===== config.mk =====
export PLATFORM = sky130hd
export DESIGN_NAME = iddr_deser
export DESIGN_NICKNAME = d
export VERILOG_FILES = /design/src/rtl/iddr_deser_pkg.sv /design/src/rtl/iddr_capture.sv /design/src/rtl/iddr_deser.sv
export SDC_FILE = /design/constraint.sdc
export NUM_CORES = 1
export LEC_CHECK = 0
export ABC_CLOCK_PERIOD_IN_PS = 3870
export BUFFER_PORTS_ARGS = -buffer_cell sky130_fd_sc_hd__buf_2
export CORE_AREA = 2 2 86 71
export DETAILED_ROUTE_END_ITERATION = 10
export DIE_AREA = 0 0 88 73
export HOLD_SLACK_MARGIN = 0.1
export PLACE_DENSITY = 0.82
export SYNTH_ARGS = -nofsm -noshare
export SYNTH_HDL_FRONTEND = slang
export SYNTH_SLANG_ARGS = --single-unit

===== constraint.sdc =====
create_clock -name clk -period 3.87 [get_ports clk]
set_input_delay 0.774 -clock clk [delete_from_list [all_inputs] [get_ports clk]]
set_output_delay 0.774 -clock clk [all_outputs]
set_load 0.02 [all_outputs]

===== src/rtl/iddr_deser_pkg.sv =====
// Shared constants and sizing helpers for the DDR input deserialiser.
package iddr_deser_pkg;

  localparam int MAX_RATIO = 8;
  localparam int OFF_W     = $clog2(MAX_RATIO);

  function automatic int ratio_clog2(input int ratio);
    return $clog2(ratio);
  endfunction

endpackage


===== src/rtl/iddr_capture.sv =====
// Dual-edge capture of DDR data, re-timed into a posedge-aligned rise/fall pair.
// This is the only block to swap for a vendor IDDR primitive.
module iddr_capture
  import iddr_deser_pkg::*;
#(
  parameter int WIDTH = 4
) (
  input  logic             clk,
  input  logic             rst_n,
  input  logic [WIDTH-1:0] d,
  output logic [WIDTH-1:0] pair_rise,
  output logic [WIDTH-1:0] pair_fall
);

  logic [WIDTH-1:0] rise_reg;
  logic [WIDTH-1:0] fall_reg;

  always_ff @(posedge clk or negedge rst_n) begin
    if (!rst_n) begin
      rise_reg  <= '0;
      pair_rise <= '0;
      pair_fall <= '0;
    end else begin
      rise_reg  <= d;
      // rise_reg still holds the previous posedge sample here, matching fall_reg
      pair_rise <= rise_reg;
      pair_fall <= fall_reg;
    end
  end

  always_ff @(negedge clk or negedge rst_n) begin
    if (!rst_n) begin
      fall_reg <= '0;
    end else begin
      fall_reg <= d;
    end
  end

endmodule


===== src/rtl/iddr_deser.sv =====
// DDR deserialiser with bitslip word alignment.
// Optional: define IDDR_DESER_SLIP_COUNT_EN to build the saturating slip counter.
module iddr_deser
  import iddr_deser_pkg::*;
#(
  parameter int WIDTH = 4,
  parameter int RATIO = 4
) (
  input  logic                   clk,
  input  logic                   rst_n,
  input  logic [WIDTH-1:0]       d,
  input  logic                   bitslip,
  output logic [WIDTH*RATIO-1:0] q,
  output logic                   q_valid,
  output logic                   slip_pending,
  output logic [7:0]             slip_cnt
);

  localparam int HIST  = 2 * RATIO;
  localparam int PH_W  = (ratio_clog2(RATIO) > 1) ? ratio_clog2(RATIO) - 1 : 1;
  localparam int IDX_W = ratio_clog2(HIST);
  localparam logic [PH_W-1:0]  PH_LAST  = PH_W'(RATIO / 2 - 1);
  localparam logic [OFF_W-1:0] OFF_LAST = OFF_W'(RATIO - 1);

  logic [WIDTH-1:0]       pair_rise;
  logic [WIDTH-1:0]       pair_fall;
  logic [WIDTH-1:0]       hist_reg [HIST-2];
  logic [WIDTH-1:0]       hist_w   [HIST];
  logic [PH_W-1:0]        ph_reg;
  logic [OFF_W-1:0]       off_reg;
  logic [OFF_W-1:0]       off_next;
  logic [OFF_W-1:0]       sh;
  logic                   slip_pending_reg;
  logic                   primed_reg;
  logic [WIDTH*RATIO-1:0] q_reg;
  logic                   q_valid_reg;
  logic [WIDTH*RATIO-1:0] word_next;
  logic                   boundary;
  logic                   accept;
  logic                   apply;
  logic                   wrap;
  logic                   emit;

  iddr_capture #(
    .WIDTH(WIDTH)
  ) u_capture (
    .clk      (clk),
    .rst_n    (rst_n),
    .d        (d),
    .pair_rise(pair_rise),
    .pair_fall(pair_fall)
  );

  // hist_w[0] is the newest sample; the pair register forms the two youngest slots
  genvar gi;
  generate
    for (gi = 0; gi < HIST; gi++) begin : g_hist
      if (gi == 0) begin : g_fall
        assign hist_w[gi] = pair_fall;
      end else if (gi == 1) begin : g_rise
        assign hist_w[gi] = pair_rise;
      end else begin : g_old
        assign hist_w[gi] = hist_reg[gi-2];
      end
    end
  endgenerate

  always_ff @(posedge clk or negedge rst_n) begin
    if (!rst_n) begin
      for (int i = 0; i < HIST - 2; i++) begin
        hist_reg[i] <= '0;
      end
    end else begin
      for (int i = 0; i < HIST - 2; i++) begin
        hist_reg[i] <= hist_w[i];
      end
    end
  end

  assign boundary = (ph_reg == PH_LAST);
  assign accept   = bitslip & ~slip_pending_reg;
  assign apply    = boundary & slip_pending_reg;
  assign wrap     = apply & (off_reg == OFF_LAST);
  assign emit     = boundary & primed_reg & ~wrap;

  always_comb begin
    off_next = off_reg;
    if (apply) begin
      off_next = wrap ? '0 : off_reg + OFF_W'(1);
    end
  end

  // Each slip moves the word one sample later in the stream; since only the
  // current word is available, that window sits (RATIO - off) samples back.
  always_comb begin
    sh = '0;
    if (off_next != '0) begin
      sh = OFF_W'(RATIO) - off_next;
    end
  end

  generate
    for (gi = 0; gi < RATIO; gi++) begin : g_lane
      logic [IDX_W-1:0] idx;
      assign idx = IDX_W'(RATIO - 1 - gi) + IDX_W'(sh);
      assign word_next[gi*WIDTH +: WIDTH] = hist_w[idx];
    end
  endgenerate

  always_ff @(posedge clk or negedge rst_n) begin
    if (!rst_n) begin
      ph_reg           <= '0;
      off_reg          <= '0;
      slip_pending_reg <= 1'b0;
      primed_reg       <= 1'b0;
      q_reg            <= '0;
      q_valid_reg      <= 1'b0;
    end else begin
      ph_reg           <= boundary ? '0 : ph_reg + PH_W'(1);
      off_reg          <= off_next;
      slip_pending_reg <= accept | (slip_pending_reg & ~boundary);
      if (boundary) begin
        primed_reg <= 1'b1;
      end
      q_valid_reg <= emit;
      if (emit) begin
        q_reg <= word_next;
      end
    end
  end

`ifdef IDDR_DESER_SLIP_COUNT_EN
  logic [7:0] slip_cnt_reg;

  always_ff @(posedge clk or negedge rst_n) begin
    if (!rst_n) begin
      slip_cnt_reg <= '0;
    end else if (accept && (slip_cnt_reg != 8'hFF)) begin
      slip_cnt_reg <= slip_cnt_reg + 8'd1;
    end
  end

  assign slip_cnt = slip_cnt_reg;
`else
  assign slip_cnt = 8'd0;
`endif

  assign q            = q_reg;
  assign q_valid      = q_valid_reg;
  assign slip_pending = slip_pending_reg;

endmodule


Word-level counts from Yosys, hierarchy flattened
Cells that the tools add are included.

storage, ports and cells
  flip-flop bits (word level) = 63
  input port bits = 7
  output and inout bits = 26
  logic and storage cells = 58

operators by class
  $add $sub $neg = 6
  magnitude comparators = 4
  equal/unequal tests = 1
  mux-type cells = 16
  bitwise logic cells = 14
  reduce and logical (&&, ||, !) cells = 1

operators by type and width
  cell                                                       count
  binary-select mux 4 bit (select 3 bit)                     4
  two-way mux 4 bit                                          8
  greater-or-equal comparator 4 bit (second input constant)  4
  inverter 3 -> 4 bit                                        4
  two-way mux 3 bit                                          3
  adder 2 x 3 -> 3 bit (first input constant)                2
  AND 1 bit                                                  6
  adder 1 x 3 -> 3 bit (first input constant)                1
  adder 3 x 1 -> 3 bit (second input constant)               1
  == test 3 x 2 -> 1 bit (second input constant)             1
  inverter 1 bit                                             3
  nonzero test 3 bit                                         1
  subtractor 3 bit (first input constant)                    1
  adder 1 bit (second input constant)                        1
  two-way mux 1 bit                                          1
  OR 1 bit                                                   1

Depth between registers and ports, before layout
Gate-level depths: netlist (run 1).

  depth after elaboration = 11
  mapped depth = 11
  gate-level depth less buffers = 9

Cells and area by module
A second synthesis (run 1) with hierarchy kept.

second synthesis, totals
  cells, all modules = 283
  area total of the unflattened synthesis = 3,120.5 um^2

by module, submodules not included
  module        instances  cells an instance  area each (um^2)  seq. area each (um^2)
  iddr_deser    1          267                2,720.1           1,176.1
  iddr_capture  1          16                 400.4             400.4

==> impl_metrics.env, run 1 <==
export IMPL_outcome="completed"
export IMPL_timing_fmax_mhz=304
export IMPL_yosysWarnings=0
export IMPL_vias=2437
export IMPL_endpoint_kind="flip-flop"
export IMPL_grt_overflow=0
export IMPL_power_density_nw_per_um2=893
export IMPL_dr_pass1_iters=5
export IMPL_grt_pass1_vias=2417
export IMPL_finalPower_mw=3.12
export IMPL_synth_ff_type="dfrtp_1"
export IMPL_rr_endpoint="q[8]"
export IMPL_ys_seq_elements=63
export IMPL_cts_resized=0
export IMPL_cp_endpoint="q[8]"
export IMPL_r2r_worst_path_cells=8
export IMPL_p_leak_nw=1.52
export IMPL_grt_pass1_wl_mm=12.0
export IMPL_drt_wirelength_per_cell_um=18.9
export IMPL_coreArea_sq_um=5660
export IMPL_async_flop_share_pct=100
export IMPL_cp_arrival_ns=3.52
export IMPL_initial_core_util_pct=55.7
export IMPL_drt_vias_per_instance=6.31
export IMPL_synthCells=274
export IMPL_io_pins=33
export IMPL_path_clk_slew_ns=0.07
export IMPL_skew_ns=0.0193
export IMPL_period_needed_ns=3.29
export IMPL_num_rows=25
export IMPL_hold_viol=0
export IMPL_max_cap_viol_count=0
export IMPL_setup_viol=0
export IMPL_maxSlewViolCount=0
export IMPL_tightest_slew_ns=0.733
export IMPL_start_kind="flip-flop"
export IMPL_worstPathRequired_ns=4.11
export IMPL_path_class="reg -> reg"
export IMPL_cts_setup_buffers=0
export IMPL_wl_mm=7.28
export IMPL_drt_iter0_markers=480
export IMPL_peakVddDrop_mv=0.466
export IMPL_die_area_sq_um=6420
export IMPL_syn_area_sq_um=3150
export IMPL_h_tree_depth=3
export IMPL_largest_register_ffs=24
export IMPL_gp_congestion=0.910
export IMPL_hp_class="reg -> reg"
export IMPL_fin_crit_sh_pct=84.9
export IMPL_tns_ns=0
export IMPL_post_route_drc_count=0
export IMPL_drive_gt1_share_pct=24.3
export IMPL_port_buffers=24
export IMPL_antenna_found_initial=0
export IMPL_cts_tree="yes"
export IMPL_synth_area_per_cell_sq_um=11.5
export IMPL_clock_latency_ns=0.36
export IMPL_synth_distinct_cells=51
export IMPL_fp_dieH_um=73
export IMPL_hold_buffers=0
export IMPL_crit_start="slip_pending"
export IMPL_clockRootBuffer="clkbuf_8"
export IMPL_layout_nets=310
export IMPL_grt_setup_unrepaired="false"
export IMPL_grt_max_degree=28
export IMPL_cts_sinks=63
export IMPL_drt_antenna_violating_nets=0
export IMPL_grt_total_usage_pct=25.8
export IMPL_area_growth_pct=10.8
export IMPL_rrSetupSlack_ns=0.58
export IMPL_diodes=0
export IMPL_cp_max_fo=17
export IMPL_cts_made_buffers=9
export IMPL_fin_ws_ns=0.584
export IMPL_slew_headroom_pct=51.2
export IMPL_place_hpwl_mm=5.12
export IMPL_nFillCells=458
export IMPL_synth_edf_count=0
export IMPL_clockBufferDepth=2
export IMPL_rr_startpoint="slip_pending"
export IMPL_die_w_um=88
export IMPL_place_ws_ns=0.684
export IMPL_ys_seq_area_share_pct=50.0
cell usage after synthesis, types with 2 or more instances:
| cell | instances | area [sq um] |
|---|---|---|
| or2_2 | 2 | 12.5 |
| xnor2_1 | 2 | 17.5 |
| o2111ai_1 | 2 | 17.5 |
| clkbuf_1 | 8 | 30.0 |
| dfrtn_1 | 4 | 100 |
| buf_6 | 3 | 33.8 |
| mux2_2 | 7 | 78.8 |
| nand2_1 | 20 | 75.1 |
| buf_4 | 8 | 60.1 |
| o22ai_1 | 2 | 12.5 |
| a221o_1 | 9 | 90.1 |
| nor3_1 | 14 | 70.1 |
| and3_1 | 2 | 12.5 |
| ha_1 | 3 | 37.5 |
| a41oi_1 | 3 | 26.3 |
| inv_1 | 7 | 26.3 |
| mux2i_1 | 11 | 110 |
| buf_2 | 4 | 20.0 |
| o21ai_0 | 12 | 60.1 |
| nand4_1 | 12 | 75.1 |
| mux4_2 | 13 | 293 |
| nand3_1 | 11 | 55.1 |
| dfrtp_1 | 59 | 1480 |
| a221oi_1 | 3 | 26.3 |
| a22oi_1 | 3 | 22.5 |
| and2_1 | 5 | 31.3 |
| nor4_1 | 7 | 43.8 |
| nor2_1 | 15 | 56.3 |
worst min-delay path by stage:
stage,startpoint,slack (ns),end,depth (start not counted)
floorplan,u_capture.rise_reg[0],0.33,u_capture.pair_rise[0],0
global placement,u_capture.rise_reg[3],0.33,u_capture.pair_rise[3],0
detailed placement,u_capture.rise_reg[2],0.34,u_capture.pair_rise[2],0
CTS,u_capture.rise_reg[2],0.36,u_capture.pair_rise[2],0
global route,u_capture.rise_reg[0],0.36,u_capture.pair_rise[0],0
finish,u_capture.rise_reg[2],0.35,u_capture.pair_rise[2],0
layer usage:
layer | vias up | track usage [%] | wire length [um]
li1 | 1075 | - | -
met1 | 1178 | 34.0 | 3030
met2 | 157 | 36.5 | 3260
met3 | 27 | 10.5 | 793
met4 | 0 | 13.7 | 199
met5 | - | 0 | 0
worst max-delay path: stages, from the launching register on:
cell and delay (ns):
dfrtp_1 0.59, a21boi_0 0.57, o21ai_0 0.24, ha_1 0.31, nor2b_1 0.15, nand2_1 0.25
xnor2_1 0.58, nor3_1 0.12, nor4_1 0.35
layout by cell type (no fill, tap or decap), types with 11 or more instances in the layout:
| cell type | n |
|---|---|
| mux4_2 | 13 |
| nor2_1 | 15 |
| buf_2 | 24 |
| o21ai_0 | 12 |
| dfrtp_1 | 59 |
| nand4_1 | 12 |
| nor3_1 | 14 |
| nand2_1 | 20 |
| mux2i_1 | 11 |
| nand3_1 | 11 |
stage by stage:
stage                     cells  hold WS, ns  area [sq um]  util, %
after detailed placement    370        0.338          3310     58.5
after global placement      370        0.332          3310     58.5
after floorplan             281        0.331          3180        -
final                       386        0.351          3490     61.7
after CTS                   386        0.357          3490     61.7
after global routing        386        0.360          3490     61.7
where the power goes:
part / internal [mW] / switching, mW
clock network: 0.238 / 0.280
registers: 0.794 / 0.0875
logic: 0.719 / 1.00
total: 1.75 / 1.37
kinds of logic after synthesis:
kind of cell,share of synthesized area (%)
AO/OA/AOI/OAI,10.4
XOR/XNOR,0.556
adder cells (fa/ha/maj),1.51
buffers and inverters,5.64
flip-flops,50.0
multiplexers,15.8
other,0.119
AND/OR/NAND/NOR,16.0
cell type report:
class	instances	area, sq um	share of cell area, %
repair buffers	32	180	5.16
clock inverters	7	56.3	1.61
multi-input cells	186	1420	40.8
well taps	81	101	2.90
clock buffers	9	124	3.55
inverters	8	30.0	0.860
flip-flops and latches	63	1580	45.1
Note: power is estimated with default switching activity, not from simulation.
==> run 2, diff against run 1 <==
--- a/config.mk
+++ b/config.mk
@@ -5,7 +5,7 @@
 export SDC_FILE = /design/constraint.sdc
 export NUM_CORES = 1
 export LEC_CHECK = 0
-export ABC_CLOCK_PERIOD_IN_PS = 3870
+export ABC_CLOCK_PERIOD_IN_PS = 3230
 export BUFFER_PORTS_ARGS = -buffer_cell sky130_fd_sc_hd__buf_2
 export CORE_AREA = 2 2 86 71
 export DETAILED_ROUTE_END_ITERATION = 10
==> constraint.sdc (replaced) <==
create_clock -name clk -period 3.23 [get_ports clk]
set_input_delay 0.646 -clock clk [delete_from_list [all_inputs] [get_ports clk]]
set_output_delay 0.646 -clock clk [all_outputs]
set_load 0.02 [all_outputs]
==> run 2 against run 1 <==
Net effect: register-to-register slack worse by 0.37 ns; final cell count rose by 1.0%; critical path type unchanged; largest cell class unchanged; maximum frequency is 9.0% higher.
==> impl_metrics.env, run 2 (synthesized netlist as in run 1, its figures left out) <==
export IMPL_grt_total_usage_pct=24.0
export IMPL_cp_max_fo=10
export IMPL_clock_latency_ns=0.35
export IMPL_timing_fmax_mhz=332
export IMPL_fin_crit_sh_pct=93.3
export IMPL_final_core_util_pct=63.1
export IMPL_dp_cells=374
export IMPL_drt_antenna_violating_nets=0
export IMPL_diodes=0
export IMPL_maxSlewViolCount=0
export IMPL_die_area_sq_um=6420
export IMPL_wl_mm=6.99
export IMPL_initial_core_util_pct=55.7
export IMPL_gp_congestion=0.873
export IMPL_max_cap_viol_count=0
export IMPL_area_growth_pct=13.4
export IMPL_layout_commonest_cell="dfrtp_1"
export IMPL_num_rows=25
export IMPL_hold_viol=0
export IMPL_clockRootBuffer="clkbuf_8"
export IMPL_io_pins=33
export IMPL_drive_gt1_share_pct=25.6
export IMPL_drt_iter0_markers=303
export IMPL_port_buffers=24
export IMPL_antenna_found_initial=0
export IMPL_worstPathRequired_ns=3.47
export IMPL_period_needed_ns=3.01
export IMPL_start_kind="flip-flop"
export IMPL_post_route_drc_count=0
export IMPL_coreArea_sq_um=5660
export IMPL_h_tree_depth=3
export IMPL_rrSetupSlack_ns=0.22
export IMPL_cp_arrival_ns=3.26
export IMPL_skew_ns=0.0160
export IMPL_final_cells=390
export IMPL_holdWs_ns=0.156
export IMPL_tns_ns=0
export IMPL_drt_vias_per_instance=6.24
export IMPL_grt_pass1_wl_mm=11.3
export IMPL_cts_made_buffers=9
export IMPL_final_cell_mix="59 x dfrtp_1, 24 x buf_2, 19 x nand2_1"
export IMPL_outcome="completed"
export IMPL_hp_class="in -> async"
export IMPL_vias=2432
export IMPL_grt_overflow=0
export IMPL_rr_endpoint="q[10]"
export IMPL_grt_max_degree=23
export IMPL_crit_start="off_reg[0]"
export IMPL_path_clk_slew_ns=0.07
export IMPL_nFillCells=430
export IMPL_cts_setup_buffers=0
export IMPL_detailed_place_area_sq_um=3340
export IMPL_die_w_um=88
export IMPL_clockBufferDepth=2
export IMPL_p_leak_nw=1.56
export IMPL_path_class="reg -> reg"
export IMPL_grt_setup_unrepaired="true"
export IMPL_peakVddDrop_mv=0.434
export IMPL_setup_viol=0
export IMPL_endpoint_kind="flip-flop"
export IMPL_layout_nets=314
export IMPL_grt_pass1_vias=2237
export IMPL_design_area_sq_um=3570
export IMPL_cp_endpoint="q[10]"
export IMPL_fp_dieH_um=73
export IMPL_dr_pass1_iters=5
export IMPL_slew_headroom_pct=55.3
export IMPL_power_density_nw_per_um2=1090
export IMPL_cts_tree="yes"
export IMPL_largest_register_ffs=24
export IMPL_tightest_slew_ns=0.671
export IMPL_rr_startpoint="off_reg[0]"
export IMPL_r2r_worst_path_cells=9
export IMPL_drt_wirelength_per_cell_um=17.9
export IMPL_place_hpwl_mm=5.06
export IMPL_cts_sinks=63
[run 2: power breakdown]
part	internal [mW]	switching [mW]	leakage, nW
clock	0.455	0.302	0.110
combinational	0.897	1.17	0.713
sequential	0.951	0.102	0.735
[run 2: per-layer routing]
metal | up-vias | part of all wire (%) | GRT usage [%]
met3 | 13 | 10 | 8.71
met1 | 1187 | 44 | 34.7
li1 | 1090 | - | -
met5 | - | 0 | 0
met2 | 142 | 44 | 34.1
met4 | 0 | 1.5 | 7.52
[run 2: how the worst min path moves through the flow]
| stage | endpoint | slack (ns) | depth (start not counted) |
|---|---|---|---|
| 2_1_floorplan | u_capture.pair_rise[0] | 0.33 | 0 |
| 3_3_place_gp | u_capture.pair_rise[1] | 0.33 | 0 |
| 3_5_place_dp | u_capture.pair_rise[1] | 0.34 | 0 |
| 4_1_cts | u_capture.rise_reg[3] | 0.16 | 1 |
| 5_1_grt | u_capture.rise_reg[3] | 0.15 | 1 |
| 6_report | u_capture.rise_reg[3] | 0.16 | 1 |
[run 2: critical path: stages, from the launching register on]
cell and delay (ns):
dfrtp_1 0.52, ha_1 0.28, or3b_2 0.47, o21ai_0 0.14
buf_4 0.24, inv_1 0.08, ha_1 0.28, xnor2_1 0.49
nor3_1 0.11, nor4_1 0.31
[run 2: final cells by class]
| type | instances | area [sq um] | area share [%] |
|---|---|---|---|
| well taps | 81 | 101 | 2.84 |
| repair buffers | 36 | 210 | 5.88 |
| flip-flops and latches | 63 | 1580 | 44.1 |
| inverters | 8 | 30.0 | 0.840 |
| multi-input cells | 186 | 1430 | 40.1 |
| clock buffers | 11 | 141 | 3.96 |
| clock inverters | 5 | 81.3 | 2.28 |
[run 2: through the flow]
| step | setup WS, ns | power, mW |
|---|---|---|
| global route | -0.000330 | 4.11 |
| global placement | 0.461 | 3.04 |
| floorplan | 0.224 | 2.57 |
| detailed placement | 0.297 | 3.08 |
| CTS | 0.274 | 3.85 |
| finish | 0.217 | 3.88 |
[run 2: what timing repair did]
| item | CTS | global route |
|---|---|---|
| resized for setup | 0 | 2 |
| hold buffers | 0 | 0 |
| setup endpoints to repair | 0 | 1 |
==> run 3, diff against run 2 <==
--- a/config.mk
+++ b/config.mk
@@ -7,11 +7,11 @@
 export LEC_CHECK = 0
 export ABC_CLOCK_PERIOD_IN_PS = 3230
 export BUFFER_PORTS_ARGS = -buffer_cell sky130_fd_sc_hd__buf_2
-export CORE_AREA = 2 2 86 71
+export CORE_AREA = 2 2 92 77
 export DETAILED_ROUTE_END_ITERATION = 10
-export DIE_AREA = 0 0 88 73
+export DIE_AREA = 0 0 94 79
 export HOLD_SLACK_MARGIN = 0.1
-export PLACE_DENSITY = 0.82
+export PLACE_DENSITY = 0.73
 export SYNTH_ARGS = -nofsm -noshare
 export SYNTH_HDL_FRONTEND = slang
 export SYNTH_SLANG_ARGS = --single-unit
==> run 3 against run 2 <==
Net effect: largest power group unchanged; final cell count up 1.0%; global-route usage fell by 3.1 points; clock power shrank 16%; register-to-register slack got worse by 0.04 ns.
==> impl_metrics.env, run 3 (synthesized netlist as in run 1, its figures left out) <==
export IMPL_path_cells="ha_1 > or3b_2 > o21ai_0 > ha_1 > nor2b_1 > nand2_1 > xnor2_1 > and4_1 > nor4_1"
export IMPL_cp_arrival_ns=3.29
export IMPL_initial_core_util_pct=47.8
export IMPL_use_met1_pct=31.1
export IMPL_place_hpwl_mm=4.99
export IMPL_cts_tree="yes"
export IMPL_critPathTopFamily="simple AND/OR/NAND/NOR gates"
export IMPL_final_core_util_pct=53.4
export IMPL_setup_viol=0
export IMPL_cts_resized=0
export IMPL_cp_slowest_cell="dfrtp_1"
export IMPL_h_tree_depth=3
export IMPL_path_class="reg -> reg"
export IMPL_grt_setup_unrepaired="true"
export IMPL_grt_pass1_vias=2233
export IMPL_diodes=0
export IMPL_start_kind="flip-flop"
export IMPL_path_clk_slew_ns=0.07
export IMPL_grt_met3_usage_pct=6.64
export IMPL_grt_pass1_wl_mm=11.7
export IMPL_tns_ns=0
export IMPL_max_cap_viol_count=0
export IMPL_tightest_slew_ns=0.700
export IMPL_worstPathRequired_ns=3.47
export IMPL_clockRootBuffer="clkbuf_8"
export IMPL_io_pins=33
export IMPL_grtUsageMet2_pct=29.4
export IMPL_hp_class="in -> async"
export IMPL_final_cells=394
export IMPL_r2r_worst_path_cells=9
export IMPL_coreArea_sq_um=6590
export IMPL_max_stage_delay_ns=0.50
export IMPL_detailed_place_area_sq_um=3330
export IMPL_busiest_layer="met1"
export IMPL_outcome="completed"
export IMPL_timing_fmax_mhz=328
export IMPL_final_cell_mix="59 x dfrtp_1, 24 x buf_2, 20 x nand2_1"
export IMPL_crit_path_frequent_cell="ha_1"
export IMPL_drt_vias_per_instance=6.15
export IMPL_cts_setup_buffers=0
export IMPL_drt_antenna_violating_nets=0
export IMPL_antenna_found_initial=0
export IMPL_drt_wirelength_per_cell_um=17.9
export IMPL_clockBufferDepth=2
export IMPL_port_buffers=24
export IMPL_wl_mm=7.07
export IMPL_p_leak_nw=1.53
export IMPL_drive_gt1_share_pct=24.4
export IMPL_post_route_drc_count=0
export IMPL_clock_latency_ns=0.34
export IMPL_finalPower_mw=3.76
export IMPL_grt_overflow=0
export IMPL_design_area_sq_um=3520
export IMPL_vias=2423
export IMPL_grt_max_degree=58
export IMPL_hold_viol=0
export IMPL_cts_sinks=63
export IMPL_peakVddDrop_mv=0.469
export IMPL_power_density_nw_per_um2=1070
export IMPL_dr_pass1_iters=5
export IMPL_dp_cells=378
export IMPL_die_w_um=94
export IMPL_fp_dieH_um=79
export IMPL_largest_register_ffs=24
export IMPL_period_needed_ns=3.05
export IMPL_critical_path_depth=9
export IMPL_gp_congestion=0.952
export IMPL_crit_buf_inv=0
export IMPL_layout_commonest_cell="dfrtp_1"
export IMPL_area_growth_pct=11.7
export IMPL_num_rows=27
export IMPL_cts_made_buffers=9
export IMPL_cp_max_fo=10
export IMPL_die_area_sq_um=7430
export IMPL_layout_nets=312
export IMPL_skew_ns=0.0121
export IMPL_fin_crit_sh_pct=94.5
export IMPL_slew_headroom_pct=53.3
export IMPL_grt_total_usage_pct=21.0
export IMPL_drt_iter0_markers=248
export IMPL_maxSlewViolCount=0
export IMPL_endpoint_kind="flip-flop"
==> run 3: cell count changes in the layout (fill, tap and decap cells not counted), sizes merged <==
cell and delta:
bufinv -2, buf -2, clkbuf +2
==> run 3: per-stage QoR <==
step                worst slack [ns]  hold slack (ns)
floorplan                      0.224            0.331
global placement               0.432            0.333
detailed placement             0.282            0.335
CTS                            0.251            0.123
global route                -0.00500            0.117
finish                         0.178            0.132
==> run 3: area by class of cell <==
| class | count | area [sq um] |
|---|---|---|
| Clock buffer | 13 | 169 |
| Clock inverter | 3 | 17.5 |
| Fill cell | 575 | 3070 |
| Inverter | 8 | 30.0 |
| Multi-Input combinational cell | 186 | 1420 |
| Sequential cell | 63 | 1580 |
| Tap cell | 87 | 109 |
| Timing Repair Buffer | 34 | 195 |
==> run 3: worst paths after layout <==
path,start,slack [ns],end
worst min-delay path,rst_n,0.13,u_capture.rise_reg[2]
worst max register to register,off_reg[0],0.18,q[10]
min in group clk,u_capture.rise_reg[0],0.35,u_capture.pair_rise[0]
max in group asynchronous,rst_n,1.39,u_capture.fall_reg[0]
worst min register to register,u_capture.rise_reg[0],0.35,u_capture.pair_rise[0]
worst max-delay path,off_reg[0],0.18,q[10]
==> run 3: repair_timing <==
item	CTS	global route
hold buffers	0	0
setup endpoints to repair	0	1
hold endpoints to repair	0	0
==> run 3: power breakdown <==
part / internal (mW) / leakage (nW) / switching, mW
clock network: 0.339 / 0.0954 / 0.294
logic: 0.891 / 0.701 / 1.18
registers: 0.951 / 0.735 / 0.102
==> run 3: metal layers <==
metal,part of all wire (%),vias up
met1,46,1179
li1,-,1075
met3,8.6,13
met2,44,156
met4,1.6,0
met5,0,-
==> run 3: worst reg2reg max path, stage by stage (launching register included) <==
cell and delay (ns):
dfrtp_1 0.50, ha_1 0.27, or3b_2 0.47, o21ai_0 0.15, ha_1 0.31, nor2b_1 0.08, nand2_1 0.35, xnor2_1 0.28
and4_1 0.25, nor4_1 0.29
